--- src/rtl/sys_defs.sv ---
// Shared definitions for the dcache port arbiter: widths, the default
// starvation limit, the arbitration owner record and the dcache request.
package sys_defs;

  localparam int D_ADDR_W         = 32;
  localparam int DATA_W           = 32;
  localparam int LINE_W           = 64;
  localparam int BE_W             = 4;
  localparam int STARVE_LIMIT_DEF = 4;

  // Per-FU load response: data is a full cache line slice.
  typedef struct packed {
    logic              valid;
    logic [LINE_W-1:0] data;
  } cache_data_t;

  // Who owns the response arriving next cycle.
  typedef struct packed {
    logic       valid;
    logic       is_store;
    logic [1:0] fu_idx;
  } arb_owner_t;

  // Request presented to the dcache.
  typedef struct packed {
    logic                valid;
    logic                is_store;
    logic [D_ADDR_W-1:0] addr;
    logic [DATA_W-1:0]   wdata;
    logic [BE_W-1:0]     be;
  } dcache_req_t;

endpackage

--- src/rtl/dcache_port_arb_rr.sv ---
// rr_arbiter: combinational round-robin pick. Searches ptr, ptr+1, ...
// (mod N) and grants the first requester found, one-hot.
module rr_arbiter #(
  parameter int N     = 2,
  parameter int PTR_W = (N > 1) ? $clog2(N) : 1
) (
  input  logic [N-1:0]     req,
  input  logic [PTR_W-1:0] ptr,
  output logic [N-1:0]     gnt
);

  logic             found;
  logic [PTR_W-1:0] idx;

  // First requester at or after ptr, wrapping around.
  always_comb begin
    gnt   = '0;
    found = 1'b0;
    idx   = '0;
    for (int i = 0; i < N; i++) begin
      idx = PTR_W'((int'(ptr) + i) % N);
      if (!found && req[idx]) begin
        gnt[idx] = 1'b1;
        found    = 1'b1;
      end
    end
  end

endmodule

--- src/rtl/dcache_port_arb.sv ---
// dcache_port_arb: single dcache port shared by NUM_LD load FUs and the
// store-queue head. One grant per cycle, combinational. Stores normally win;
// loads rotate round-robin. The response comes back exactly one cycle after
// the grant and is routed to the owning load FU on a hit.
// Optional: DCACHE_ARB_STARVE_GUARD_EN enables a starvation counter that lets
// loads beat stores after STARVE_LIMIT consecutive store wins.
module dcache_port_arb
  import sys_defs::*;
#(
  parameter int NUM_LD       = 2,
  parameter int STARVE_LIMIT = STARVE_LIMIT_DEF
) (
  input  logic                             clock,
  input  logic                             reset,
  input  logic [NUM_LD-1:0]                ld_req,
  input  logic [NUM_LD-1:0][D_ADDR_W-1:0]  ld_addr,
  output logic [NUM_LD-1:0]                ld_gnt,
  output cache_data_t [NUM_LD-1:0]         ld_resp,
  input  logic                             st_req,
  input  logic [D_ADDR_W-1:0]              st_addr,
  input  logic [DATA_W-1:0]                st_data,
  input  logic [BE_W-1:0]                  st_be,
  output logic                             st_gnt,
  output logic                             dc_req_valid,
  output logic                             dc_req_is_store,
  output logic [D_ADDR_W-1:0]              dc_req_addr,
  output logic [DATA_W-1:0]                dc_req_wdata,
  output logic [BE_W-1:0]                  dc_req_be,
  input  logic                             dc_busy,
  input  logic                             dc_resp_valid,
  input  logic                             dc_resp_hit,
  input  logic [LINE_W-1:0]                dc_resp_data
);

  localparam int PTR_W = (NUM_LD > 1) ? $clog2(NUM_LD) : 1;

  logic              any_ld, dc_free, ld_override, st_win, ld_win;
  logic [NUM_LD-1:0] rr_gnt;
  logic [PTR_W-1:0]  rr_ptr, gnt_idx;
  arb_owner_t        owner, owner_d;
  dcache_req_t       dc_req;
  logic              resp_ok;

  assign any_ld  = |ld_req;
  assign dc_free = !reset && !dc_busy;

`ifdef DCACHE_ARB_STARVE_GUARD_EN
  localparam int CNT_W = $clog2(STARVE_LIMIT + 1);
  logic [CNT_W-1:0] starve_cnt;

  assign ld_override = any_ld && (starve_cnt == CNT_W'(STARVE_LIMIT));

  // Count store wins that kept a waiting load out; any load win or an idle
  // load side clears it. Saturates at the limit.
  always_ff @(posedge clock) begin
    if (reset)
      starve_cnt <= '0;
    else if (!any_ld || ld_win)
      starve_cnt <= '0;
    else if (st_win && starve_cnt != CNT_W'(STARVE_LIMIT))
      starve_cnt <= starve_cnt + 1'b1;
  end
`else
  assign ld_override = 1'b0;
`endif

  assign st_win = dc_free && st_req && !ld_override;
  assign ld_win = dc_free && any_ld && !st_win;

  rr_arbiter #(.N(NUM_LD), .PTR_W(PTR_W)) u_rr (
    .req (ld_req),
    .ptr (rr_ptr),
    .gnt (rr_gnt)
  );

  assign ld_gnt = ld_win ? rr_gnt : '0;
  assign st_gnt = st_win;

  // Encode the one-hot load grant to an FU index.
  always_comb begin
    gnt_idx = '0;
    for (int i = 0; i < NUM_LD; i++)
      if (ld_gnt[i]) gnt_idx = PTR_W'(i);
  end

  // Mux the winner onto the dcache request; all-zero when nothing granted.
  always_comb begin
    dc_req = '0;
    if (st_win) begin
      dc_req.valid    = 1'b1;
      dc_req.is_store = 1'b1;
      dc_req.addr     = st_addr;
      dc_req.wdata    = st_data;
      dc_req.be       = st_be;
    end else if (ld_win) begin
      dc_req.valid    = 1'b1;
      dc_req.addr     = ld_addr[gnt_idx];
    end
  end

  assign dc_req_valid    = dc_req.valid;
  assign dc_req_is_store = dc_req.is_store;
  assign dc_req_addr     = dc_req.addr;
  assign dc_req_wdata    = dc_req.wdata;
  assign dc_req_be       = dc_req.be;

  // Round-robin pointer moves just past the FU that got a load grant.
  always_ff @(posedge clock) begin
    if (reset)
      rr_ptr <= '0;
    else if (ld_win)
      rr_ptr <= (gnt_idx == PTR_W'(NUM_LD - 1)) ? '0 : gnt_idx + 1'b1;
  end

  // Owner of next cycle's response; rewritten every cycle so an ungranted
  // cycle (including reset) leaves nothing in flight.
  always_comb begin
    owner_d          = '0;
    owner_d.valid    = dc_req.valid;
    owner_d.is_store = st_win;
    owner_d.fu_idx   = st_win ? 2'd0 : 2'(gnt_idx);
  end

  // Owner register, one-cycle response latency.
  always_ff @(posedge clock) begin
    if (reset) owner <= '0;
    else       owner <= owner_d;
  end

  assign resp_ok = !reset && dc_resp_valid && dc_resp_hit &&
                   owner.valid && !owner.is_store;

  // Route a load hit to its owning FU only.
  for (genvar g = 0; g < NUM_LD; g++) begin : g_resp
    assign ld_resp[g].valid = resp_ok && (owner.fu_idx == 2'(g));
    assign ld_resp[g].data  = (resp_ok && (owner.fu_idx == 2'(g))) ? dc_resp_data : '0;
  end

endmodule

--- config.mk ---
export PLATFORM = sky130hd
export DESIGN_NAME = dcache_port_arb
export DESIGN_NICKNAME = d
export VERILOG_FILES = /design/src/rtl/sys_defs.sv /design/src/rtl/dcache_port_arb_rr.sv /design/src/rtl/dcache_port_arb.sv
export SDC_FILE = /design/constraint.sdc
export NUM_CORES = 1
export LEC_CHECK = 0
export BUFFER_PORTS_ARGS = -buffer_cell sky130_fd_sc_hd__buf_2
export CAP_MARGIN = 25
export CORE_AREA = 3 3 157 159
export DETAILED_ROUTE_END_ITERATION = 6
export DIE_AREA = 0 0 160 162
export PLACE_DENSITY = 0.45
export SYNTH_ARGS = -nofsm -noshare
export SYNTH_HDL_FRONTEND = slang
export SYNTH_HIERARCHICAL = 1
export SYNTH_SLANG_ARGS = --single-unit
--- constraint.sdc ---
create_clock -name clock -period 4.8 [get_ports clock]
set_input_delay 0.96 -clock clock [delete_from_list [all_inputs] [get_ports clock]]
set_output_delay 0.96 -clock clock [all_outputs]
set_load 0.02 [all_outputs]
==> results of run 1 <==
==> state kept, by name (all words and copies together) (netlist names) <==
signal  count
owner       3
rr_ptr      1
==> power by group through the flow <==
stage / Combinational, mW / Clock (mW) / Sequential (mW)
4_1_cts: 0.239 / 0.131 / 0.0358
3_5_place_dp: 0.237 / 0 / 0.0362
2_1_floorplan: 0.109 / 0 / 0.0358
5_1_grt: 0.260 / 0.135 / 0.0360
3_3_place_gp: 0.237 / 0 / 0.0362
6_report: 0.235 / 0.129 / 0.0358
==> worst register-to-register path: cells and delay by family (launching register included) <==
family	cells	cell delay, ns
buf+inv	2	0.55
simple gates	2	0.46
flops	1	0.34
compound gates	2	0.22
==> worst paths after layout <==
check / start / to
setup reg to reg: rr_ptr / rr_ptr
setup / recovery: dc_busy / dc_req_addr[31]
hold reg to reg: rr_ptr / rr_ptr
hold / removal: rr_ptr / rr_ptr
==> kinds of logic after synthesis <==
family | after synthesis | synth area share
AO/OA/AOI/OAI | 35 | 0.137
multiplexers | 32 | 0.151
buffers and inverters | 35 | 0.0890
flip-flops | 4 | 0.0377
AND/OR/NAND/NOR | 210 | 0.585
==> synth_stat cells <==
library cell,number
sky130_fd_sc_hd__o21ai_0,3
sky130_fd_sc_hd__dfxtp_1,4
sky130_fd_sc_hd__clkbuf_2,12
sky130_fd_sc_hd__nor3_1,4
sky130_fd_sc_hd__buf_2,4
sky130_fd_sc_hd__buf_1,2
sky130_fd_sc_hd__nand2b_1,1
sky130_fd_sc_hd__nor3b_1,1
sky130_fd_sc_hd__nor2_1,2
sky130_fd_sc_hd__nor4_1,2
sky130_fd_sc_hd__buf_6,4
sky130_fd_sc_hd__a21boi_1,1
sky130_fd_sc_hd__a211oi_1,1
sky130_fd_sc_hd__and2_1,164
sky130_fd_sc_hd__nand2_1,32
sky130_fd_sc_hd__nand4b_1,1
sky130_fd_sc_hd__o21ai_2,29
sky130_fd_sc_hd__a21boi_0,1
sky130_fd_sc_hd__nor3b_2,2
sky130_fd_sc_hd__inv_1,3
sky130_fd_sc_hd__buf_4,2
sky130_fd_sc_hd__clkbuf_1,8
sky130_fd_sc_hd__mux2i_1,32
sky130_fd_sc_hd__or4_1,1
==> metrics by stage <==
| stage | setup slack [ns] | instance area (um^2) | power (mW) | util |
|---|---|---|---|---|
| 3_3_place_gp | 1.04 | 4440 | 0.273 | 0.190 |
| 2_1_floorplan | 1.62 | 2120 | 0.145 | - |
| 3_5_place_dp | 1.01 | 4440 | 0.274 | 0.190 |
| 4_1_cts | 1.01 | 4510 | 0.406 | 0.193 |
| 5_1_grt | 1.15 | 4530 | 0.431 | 0.194 |
| 6_report | 1.31 | 4530 | 0.400 | 0.194 |
==> area by class of cell <==
type	count	area [um^2]
inverter	3	11.3
clock buffer	3	75.1
tap	319	399
fill	2751	18900
antenna	1	2.50
multi-input combinational	277	1880
sequential	4	80.1
timing repair buffer	411	2080
==> metal layers <==
metal / routed length (um) / up-vias / GRT usage
met5: 0 / - / 0
met4: 126 / 0 / 0.0126
met3: 1660 / 8 / 0.0355
met2: 9500 / 246 / 0.258
met1: 5580 / 1590 / 0.116
li1: - / 1769 / -
==> reports/summary.txt, run 1 <==
Yosys top cell area share - 0.483
Synthesized instance count - 316
Largest net degree at the start of global routing - 71
Depth of the worst register-to-register path - 6
Post-detailed-routing wire length - 16900 um
HPWL Detailed - 15200 um
Final worst path period share - 0.728
Global placement routability congestion - 0.755
Slew at the pin closest to its max-slew limit - 0.617 ns
Switching power of the nets - 0.148 mW
Total number of nets in the final design - 904
Row cnt - 56
Total Die Area - 0.0259 mm^2
Final standard cell count with taps included and fillers excluded - 1018
Leading cell type in the layout, fill and taps excluded - sky130_fd_sc_hd__buf_2
Placeable core region - 0.0234 mm^2
Die Span Y - 162 um
Path type of the worst min-delay path - reg -> reg
Remaining antenna violation count after routing - 0
Cells on Worst Hold Path - 2
Share of power burned in the clock network - 0.322
Post-Route Skew - 0.000280 ns
DR pass1 iterations - 4
Residual DRC - 0
Post-synthesis register bit count - 4
Hold slack - 0.478 ns
Reg2reg setup slack - 3.09 ns
Count of buffers added by post-CTS timing repair for setup - 0
CP Max Fanout - 31
Endpoint class of the critical path - output pin
Total number of vias - 3613
Number of buffers added to fix hold violations after cts - 0
Status - completed
Total negative setup slack - 0 ns
Unique masters post-synth - 24
Number of clock sinks seen by CTS - 4
Library cell appearing most often on the critical path - sky130_fd_sc_hd__buf_2
Crit path time final - 3.49 ns
Number of global-route vias before repair - 3677
Syn. warnings - 6
Number of antenna violations at the first check in global routing - 3
CTS resizes - 0
Worst-case headroom to the max-slew limit - 0.588
Sequential fraction of design power - 0.089
Max stage delay cell, worst path - sky130_fd_sc_hd__or4_2
Post-Syn Area per Cell - 6.72 um^2
Largest cells by area after synthesis - sky130_fd_sc_hd__and2_1 48%, sky130_fd_sc_hd__mux2i_1 15%, sky130_fd_sc_hd__o21ai_2 12%
Post-synthesis cell area - 0.00212 mm^2
DRC violation total after the first TritonRoute iteration - 72
Total leakage power - 2.81 nW
Top Family by Delay on Critical Path - simple AND/OR/NAND/NOR gates
Register clock-pin slew on the reported worst setup and hold paths - 0.03 ns
DIE WIDTH - 160 um
Critical Setup Path Class - in -> out
Crit path launch type - input pin
Count of maximum capacitance violations - 0
Average wire per cell in the routed design - 16.6 um
Wire length of the first global-routing pass - 23800 um
Setup repair after global routing missed its margin - no
Clk Latency, worst-skew pair - 0.22 ns
Effective utilization at floorplan - 0.0907
CP max stage delay - 0.78 ns
Peak Freq - 0.286 GHz
Layout area overhead - 114%
Worst IR Drop VDD - 0.0736 mV
Power density cells - 88.2 mW/mm^2
CTS tree - built
Total clock buffers created by CTS - 3
Number of hold violations in the final report - 0
WP data required - 3.84 ns
Library cell with the largest summed area after synthesis - sky130_fd_sc_hd__and2_1
Share of layout cells above drive strength 1 - 0.642
H-tree levels - 1
All-layer global routing usage - 0.121
Maximum clock insertion buffer count - 2
WP data arrival - 2.53 ns
Cell breakdown of the critical path - buf_2, or4_2, buf_12, o21ai_0, buf_2
Root buffer cell - sky130_fd_sc_hd__clkbuf_16
Number of endpoints failing setup at the final stage - 0
Count of buffer and inverter cells on the critical path - 3
Stages on worst setup path - 5
Number of I/O pins - 407
Cell-internal power - 0.252 mW
Sequential share of the synthesized area - 0.0377
Remaining global-route overflow - 0
Post-placement cell count - 1013
Commonest cells after routing, fill and taps aside - 406 x sky130_fd_sc_hd__buf_2, 164 x sky130_fd_sc_hd__and2_1, 32 x sky130_fd_sc_hd__mux2i_1, 32 x sky130_fd_sc_hd__nand2_1, 29 x sky130_fd_sc_hd__o21ai_2
Syn nets - 520
Fraction of power spent switching nets - 0.370
Combinational share of power - 0.588
Final-report max-slew violation count - 0
Ratio of routed vias to standard cells - 3.55
Count of input and output buffers - 406
(Power assumes the default switching activity.)
==> run 2: changes to the inputs <==
CORE_AREA = 3 3 155 157   (was 3 3 157 159)
DIE_AREA = 0 0 158 160   (was 0 0 160 162)
PLACE_DENSITY = 0.47   (was 0.45)
clock period = 2.9 ns   (was 4.8 ns; I/O delays follow)
==> reports/summary.txt, run 2 (synthesized netlist as in run 1, its figures left out) <==
Status - completed
CTS resizes - 0 (unchanged)
Share of layout cells above drive strength 1 - 0.642 (unchanged)
Core utilization of the finished layout - 0.201 (+0.00696)
Total negative setup slack - 0 ns (unchanged)
Power Total - 0.668 mW (+67%)
Wire length on met3 - 1610 um (-3.4%)
Power density cells - 147 mW/mm^2 (+67%)
Number of hold violations in the final report - 0 (unchanged)
Flip-flop count of the largest register after layout - 3 (unchanged)
CTS tree - built
Crit path launch type - input pin
Average wire per cell in the routed design - 15.5 um (-6.5%)
Count of buffers added by post-CTS timing repair for setup - 0 (unchanged)
Total clock buffers created by CTS - 3 (unchanged)
Effective utilization at floorplan - 0.0937 (+0.00305)
Residual DRC - 0 (unchanged)
Post-Route Skew - 0.000588 ns (+0.000308 ns)
Peak Freq - 0.384 GHz
Most flop-heavy register - owner
CP Max Fanout - 34 (+9.7%)
HPWL Detailed - 13600 um (-11%)
Total Die Area - 0.0253 mm^2 (-2.5%)
WP data arrival - 2.02 ns (-0.51 ns)
Met2 WL - 8520 um (-10%)
Global placement routability congestion - 0.738 (-2.3%)
Post-detailed-routing wire length - 15300 um (-9.6%)
Commonest cells after routing, fill and taps aside - 406 x sky130_fd_sc_hd__buf_2, 164 x sky130_fd_sc_hd__and2_1, 32 x sky130_fd_sc_hd__mux2i_1, 32 x sky130_fd_sc_hd__nand2_1, 29 x sky130_fd_sc_hd__o21ai_2
Wire length of the first global-routing pass - 20700 um (-13%)
Layout area overhead - 114%
Total number of vias - 3539 (-2.0%)
Count of maximum capacitance violations - 0 (unchanged)
Number of clock sinks seen by CTS - 4 (unchanged)
Final worst path period share - 0.898
Number of antenna violations at the first check in global routing - 2 (-1)
Number of buffers added to fix hold violations after cts - 0 (unchanged)
DR pass1 iterations - 4 (unchanged)
Endpoint class of the critical path - output pin
All-layer global routing usage - 0.107 (-0.0139)
Remaining antenna violation count after routing - 0 (unchanged)
Row cnt - 55 (-1.8%)
Regs by FF count - owner: 3 flops, rr_ptr: 1 flops
DIE WIDTH - 158 um (-1.3%)
Number of endpoints failing setup at the final stage - 0 (unchanged)
Post-Route M1 WL - 5100 um (-8.7%)
Final-report max-slew violation count - 0 (unchanged)
Leading cell type in the layout, fill and taps excluded - sky130_fd_sc_hd__buf_2
Maximum clock insertion buffer count - 2 (unchanged)
Remaining global-route overflow - 0 (unchanged)
Crit path time final - 2.60 ns
Slew at the pin closest to its max-slew limit - 0.440 ns (-0.178 ns)
Die Span Y - 160 um (-1.2%)
Worst IR Drop VDD - 0.125 mV (+70%)
Path type of the worst min-delay path - reg -> reg
Number of global-route vias before repair - 3425 (-6.9%)
Clk Latency, worst-skew pair - 0.22 ns (about the same)
DRC violation total after the first TritonRoute iteration - 85 (+18%)
Placeable core region - 0.0226 mm^2 (-3.3%)
WP data required - 2.32 ns (-1.52 ns)
Total number of nets in the final design - 904 (unchanged)
Total leakage power - 2.82 nW (+0.44%)
Highest Signal Layer - met4
Number of I/O pins - 407 (unchanged)
Register clock-pin slew on the reported worst setup and hold paths - 0.03 ns (about the same)
H-tree levels - 1 (unchanged)
Setup repair after global routing missed its margin - no
Ratio of routed vias to standard cells - 3.59 (+1.2%)
Critical Setup Path Class - in -> out
Largest net degree at the start of global routing - 71 (unchanged)
Root buffer cell - sky130_fd_sc_hd__clkbuf_16
Count of input and output buffers - 406 (unchanged)
Worst-case headroom to the max-slew limit - 0.704 (+0.116)
==> run 2: layer usage <==
layer / track usage / vias to the layer above
met4: 0.00704 / 0
met1: 0.103 / 1516
met5: 0 / -
li1: - / 1779
met3: 0.0257 / 4
met2: 0.232 / 240
==> run 2: report_power, final <==
| part | total (mW) | internal [mW] | leakage [nW] | switching, mW |
|---|---|---|---|---|
| clock | 0.213 | 0.176 | 0.0370 | 0.0370 |
| combinational | 0.395 | 0.188 | 2.76 | 0.208 |
| sequential | 0.0593 | 0.0577 | 0.0328 | 0.00160 |
==> run 2: critical path, cell delays in order <==
cell                      delay [ns]
sky130_fd_sc_hd__buf_2          0.14
sky130_fd_sc_hd__or4_2          0.70
sky130_fd_sc_hd__buf_12         0.20
sky130_fd_sc_hd__o21ai_0        0.18
sky130_fd_sc_hd__buf_2          0.18
==> run 2: final cells by class <==
type	count	area, um^2
diodes	2	5.00
clock buffers	3	75.1
fillers	2618	18100
inverters	3	11.3
multi-input cells	277	1880
flip-flops and latches	4	80.1
well taps	285	357
repair buffers	411	2130
==> run 2: path summary, 6_finish.rpt <==
kind / cells past startpoint / startpoint / to / slack, ns
min reg2reg: 2 / rr_ptr / rr_ptr / 0.49
max reg2reg: 5 / rr_ptr / rr_ptr / 1.54
min: 2 / rr_ptr / rr_ptr / 0.49
max: 5 / dc_busy / dc_req_addr[1] / 0.30
==> run 2: metrics by stage <==
step           hold slack (ns)  std cells  worst slack [ns]  area (um^2)
2_1_floorplan            0.438        316             0.476         2120
3_3_place_gp             0.473        980             0.303         4460
3_5_place_dp             0.463        980             0.294         4460
4_1_cts                  0.478        983             0.298         4540
5_1_grt                  0.490        983             0.152         4540
6_report                 0.486        985             0.296         4540
==> run 3: changes to the inputs <==
PLACE_DENSITY = 0.48   (was 0.47)
SYNTH_HIERARCHICAL = unset   (was 1)
==> reports/summary.txt, run 3 <==
Cell breakdown of the critical path - buf_2, nor3b_4, buf_12, a22oi_1, a21oi_1, buf_2
Flip-flop count of the largest register after layout - 3 (unchanged)
Launch instance of the worst register-to-register path - rr_ptr
Share of synthesized flip-flops with an asynchronous set or reset - 0 (unchanged)
Average wire per cell in the routed design - 18.3 um (+18%)
Setup repair after global routing missed its margin - no
Effective utilization at floorplan - 0.107 (+0.0134)
Post-Route M1 WL - 7660 um (+50%)
Register clock-pin slew on the reported worst setup and hold paths - 0.03 ns (about the same)
Regs by FF count - owner: 3 flops, rr_ptr: 1 flops
Area of combinational cells with multiple inputs - 0.00204 mm^2 (+8.5%)
Total Die Area - 0.0253 mm^2 (unchanged)
Number of I/O pins - 407 (unchanged)
Maximum clock insertion buffer count - 2 (unchanged)
Number of buffers added to fix hold violations after cts - 0 (unchanged)
Unique masters post-synth - 26 (+8.3%)
Die Span Y - 160 um (unchanged)
Wire length of the first global-routing pass - 25500 um (+23%)
Power Total - 0.722 mW (+8.1%)
Post-synthesis cell area - 0.00242 mm^2 (+14%)
Leading cell type in the layout, fill and taps excluded - sky130_fd_sc_hd__buf_2
Number of global-route vias before repair - 3947 (+15%)
WP data arrival - 1.91 ns (-0.11 ns)
Sequential share of the synthesized area - 0.0330 (-0.00471)
Root buffer cell - sky130_fd_sc_hd__clkbuf_16
Post-synthesis register bit count - 4 (unchanged)
CTS tree - built
Syn nets - 569 (+9.4%)
Library cell with the largest summed area after synthesis - sky130_fd_sc_hd__and2_1
Wire length on met3 - 2100 um (+31%)
Total clock buffers created by CTS - 3 (unchanged)
DR pass1 iterations - 4 (unchanged)
Worst-case headroom to the max-slew limit - 0.704 (about the same)
Post-placement cell count - 1019 (+4.0%)
Synth cell count leaders - 164 x sky130_fd_sc_hd__and2_1, 33 x sky130_fd_sc_hd__a21oi_1, 32 x sky130_fd_sc_hd__a22oi_1, 32 x sky130_fd_sc_hd__a32oi_1, 32 x sky130_fd_sc_hd__o21ai_0
Total negative setup slack - 0 ns (unchanged)
Placeable core region - 0.0226 mm^2 (unchanged)
HPWL Detailed - 15700 um (+16%)
Row cnt - 55 (unchanged)
Final-report max-slew violation count - 0 (unchanged)
Number of antenna violations at the first check in global routing - 4 (+2)
Global placement routability congestion - 0.807 (+9.4%)
Library cell appearing most often on the critical path - sky130_fd_sc_hd__buf_2
Clk Latency, worst-skew pair - 0.22 ns (about the same)
Slew at the pin closest to its max-slew limit - 0.444 ns (+0.00457 ns)
Remaining antenna violation count after routing - 0 (unchanged)
Number of endpoints failing setup at the final stage - 0 (unchanged)
All-layer global routing usage - 0.132 (+0.0245)
Crit path setup slack, layout - 0.410 ns (+0.114 ns)
DRC violation total after the first TritonRoute iteration - 162 (+91%)
Ratio of routed vias to standard cells - 4.13 (+15%)
Crit path launch type - input pin
WP data required - 2.32 ns (about the same)
Largest cells by area after synthesis - sky130_fd_sc_hd__and2_1 42%, sky130_fd_sc_hd__a32oi_1 12%, sky130_fd_sc_hd__a22oi_1 9.9%
Count of maximum capacitance violations - 0 (unchanged)
Number of clock sinks seen by CTS - 4 (unchanged)
Share of layout cells above drive strength 1 - 0.581 (-0.0611)
CTS resizes - 0 (unchanged)
Count of input and output buffers - 406 (unchanged)
Area of all sequential standard cells - 80.1 um^2 (unchanged)
Crit path time final - 2.49 ns (-0.114 ns)
Post-Syn Area per Cell - 6.64 um^2 (-1.1%)
Total number of nets in the final design - 943 (+4.3%)
Hold Path Origin - rr_ptr
Peak Freq - 0.402 GHz (+4.6%)
H-tree levels - 1 (unchanged)
CP Max Fanout - 102 (+200%)
Count of buffers added by post-CTS timing repair for setup - 0 (unchanged)
Syn. warnings - 0 (-6)
Hold slack - 0.556 ns (+0.0704 ns)
Max stage delay cell, worst path - sky130_fd_sc_hd__buf_12
Layout area overhead - 96.1%
Most flop-heavy register - owner
Most used flip-flop cell after synthesis - sky130_fd_sc_hd__dfxtp_1
DIE WIDTH - 158 um (unchanged)
Residual DRC - 0 (unchanged)
Count of filler cells inserted in the layout - 2600 (-0.69%)
Top Family by Delay on Critical Path - buffers and inverters
Synthesized instance count - 365 (+16%)
Post-placement worst setup slack - 0.410 ns (+0.116 ns)
Largest net degree at the start of global routing - 103 (+45%)
Final worst path period share - 0.859 (-0.0394)
Commonest cells after routing, fill and taps aside - 406 x sky130_fd_sc_hd__buf_2, 164 x sky130_fd_sc_hd__and2_1, 33 x sky130_fd_sc_hd__a21oi_1
Final standard cell count with taps included and fillers excluded - 1022 (+3.8%)
EDFF count, synth - 0 (unchanged)
Post-Route Skew - 0.0000387 ns (-0.000549 ns)
Number of antenna cells inserted - 0 (-2)
Worst IR Drop VDD - 0.136 mV (+8.6%)
Post-detailed-routing wire length - 18700 um (+23%)
Met2 WL - 8890 um (+4.2%)
Yosys top cell area share - 0.423 (-0.0604)
CP max stage delay - 0.32 ns (-0.38 ns)
Power density cells - 152 mW/mm^2 (+3.3%)
Endpoint class of the critical path - output pin
Total number of vias - 4218 (+19%)
Path type of the worst min-delay path - reg -> reg
Critical Path Source - reset
Critical Setup Path Class - in -> out
Remaining global-route overflow - 0 (unchanged)
Highest Signal Layer - met5
Status - completed
Total leakage power - 2.78 nW (-1.5%)
Count of buffer and inverter cells on the critical path - 3 (unchanged)
Number of hold violations in the final report - 0 (unchanged)
Most instantiated library cell after synthesis - sky130_fd_sc_hd__and2_1
run 3: changes by cell type in the layout (fill, tap and decap cells not counted), sizes merged, moves of 3 or more:
cell	delta
a21oi	+33
a32oi	+32
and3	+3
nand2	-31
mux2i	-32
a22oi	+32
buf	+7
run 3: through the flow:
| step | util | area [um^2] |
|---|---|---|
| final | 0.210 | 4760 |
| after global routing | 0.210 | 4760 |
| after CTS | 0.210 | 4760 |
| after detailed placement | 0.207 | 4680 |
| after global placement | 0.207 | 4680 |
| after floorplan | - | 2420 |
run 3: final timing paths:
check	to	slack (ns)	cells after the start
worst max-delay path	dc_req_addr[20]	0.41	6
worst min-delay path	rr_ptr	0.56	1
worst max register to register	owner[0]	2.03	2
worst min register to register	rr_ptr	0.56	1
run 3: power by group:
group / internal, mW / switching, mW / leakage, nW
Combinational: 0.196 / 0.255 / 2.71
Clock: 0.176 / 0.0345 / 0.0370
Sequential: 0.0578 / 0.00259 / 0.0328
run 3: cells by family (layout without fill, tap and decap cells):
kind of cell | count (synthesis) | in the layout | share of synthesized area
flip-flops | 4 | 4 | 0.0330
buffers and inverters | 50 | 422 | 0.133
AND/OR/NAND/NOR | 181 | 181 | 0.481
AO/OA/AOI/OAI | 130 | 130 | 0.352
run 3: cell type report:
class                           instances  area share
Inverter                                1    0.000789
Timing Repair Buffer                  418       0.462
Tap cell                              285      0.0750
Multi-Input combinational cell        311       0.430
Clock buffer                            3      0.0158
Sequential cell                         4      0.0168
run 3: metal layers:
| layer | GRT usage | vias up |
|---|---|---|
| met4 | 0.00587 | 6 |
| met3 | 0.0415 | 10 |
| li1 | - | 2035 |
| met1 | 0.166 | 1901 |
| met5 | 0 | - |
| met2 | 0.232 | 266 |
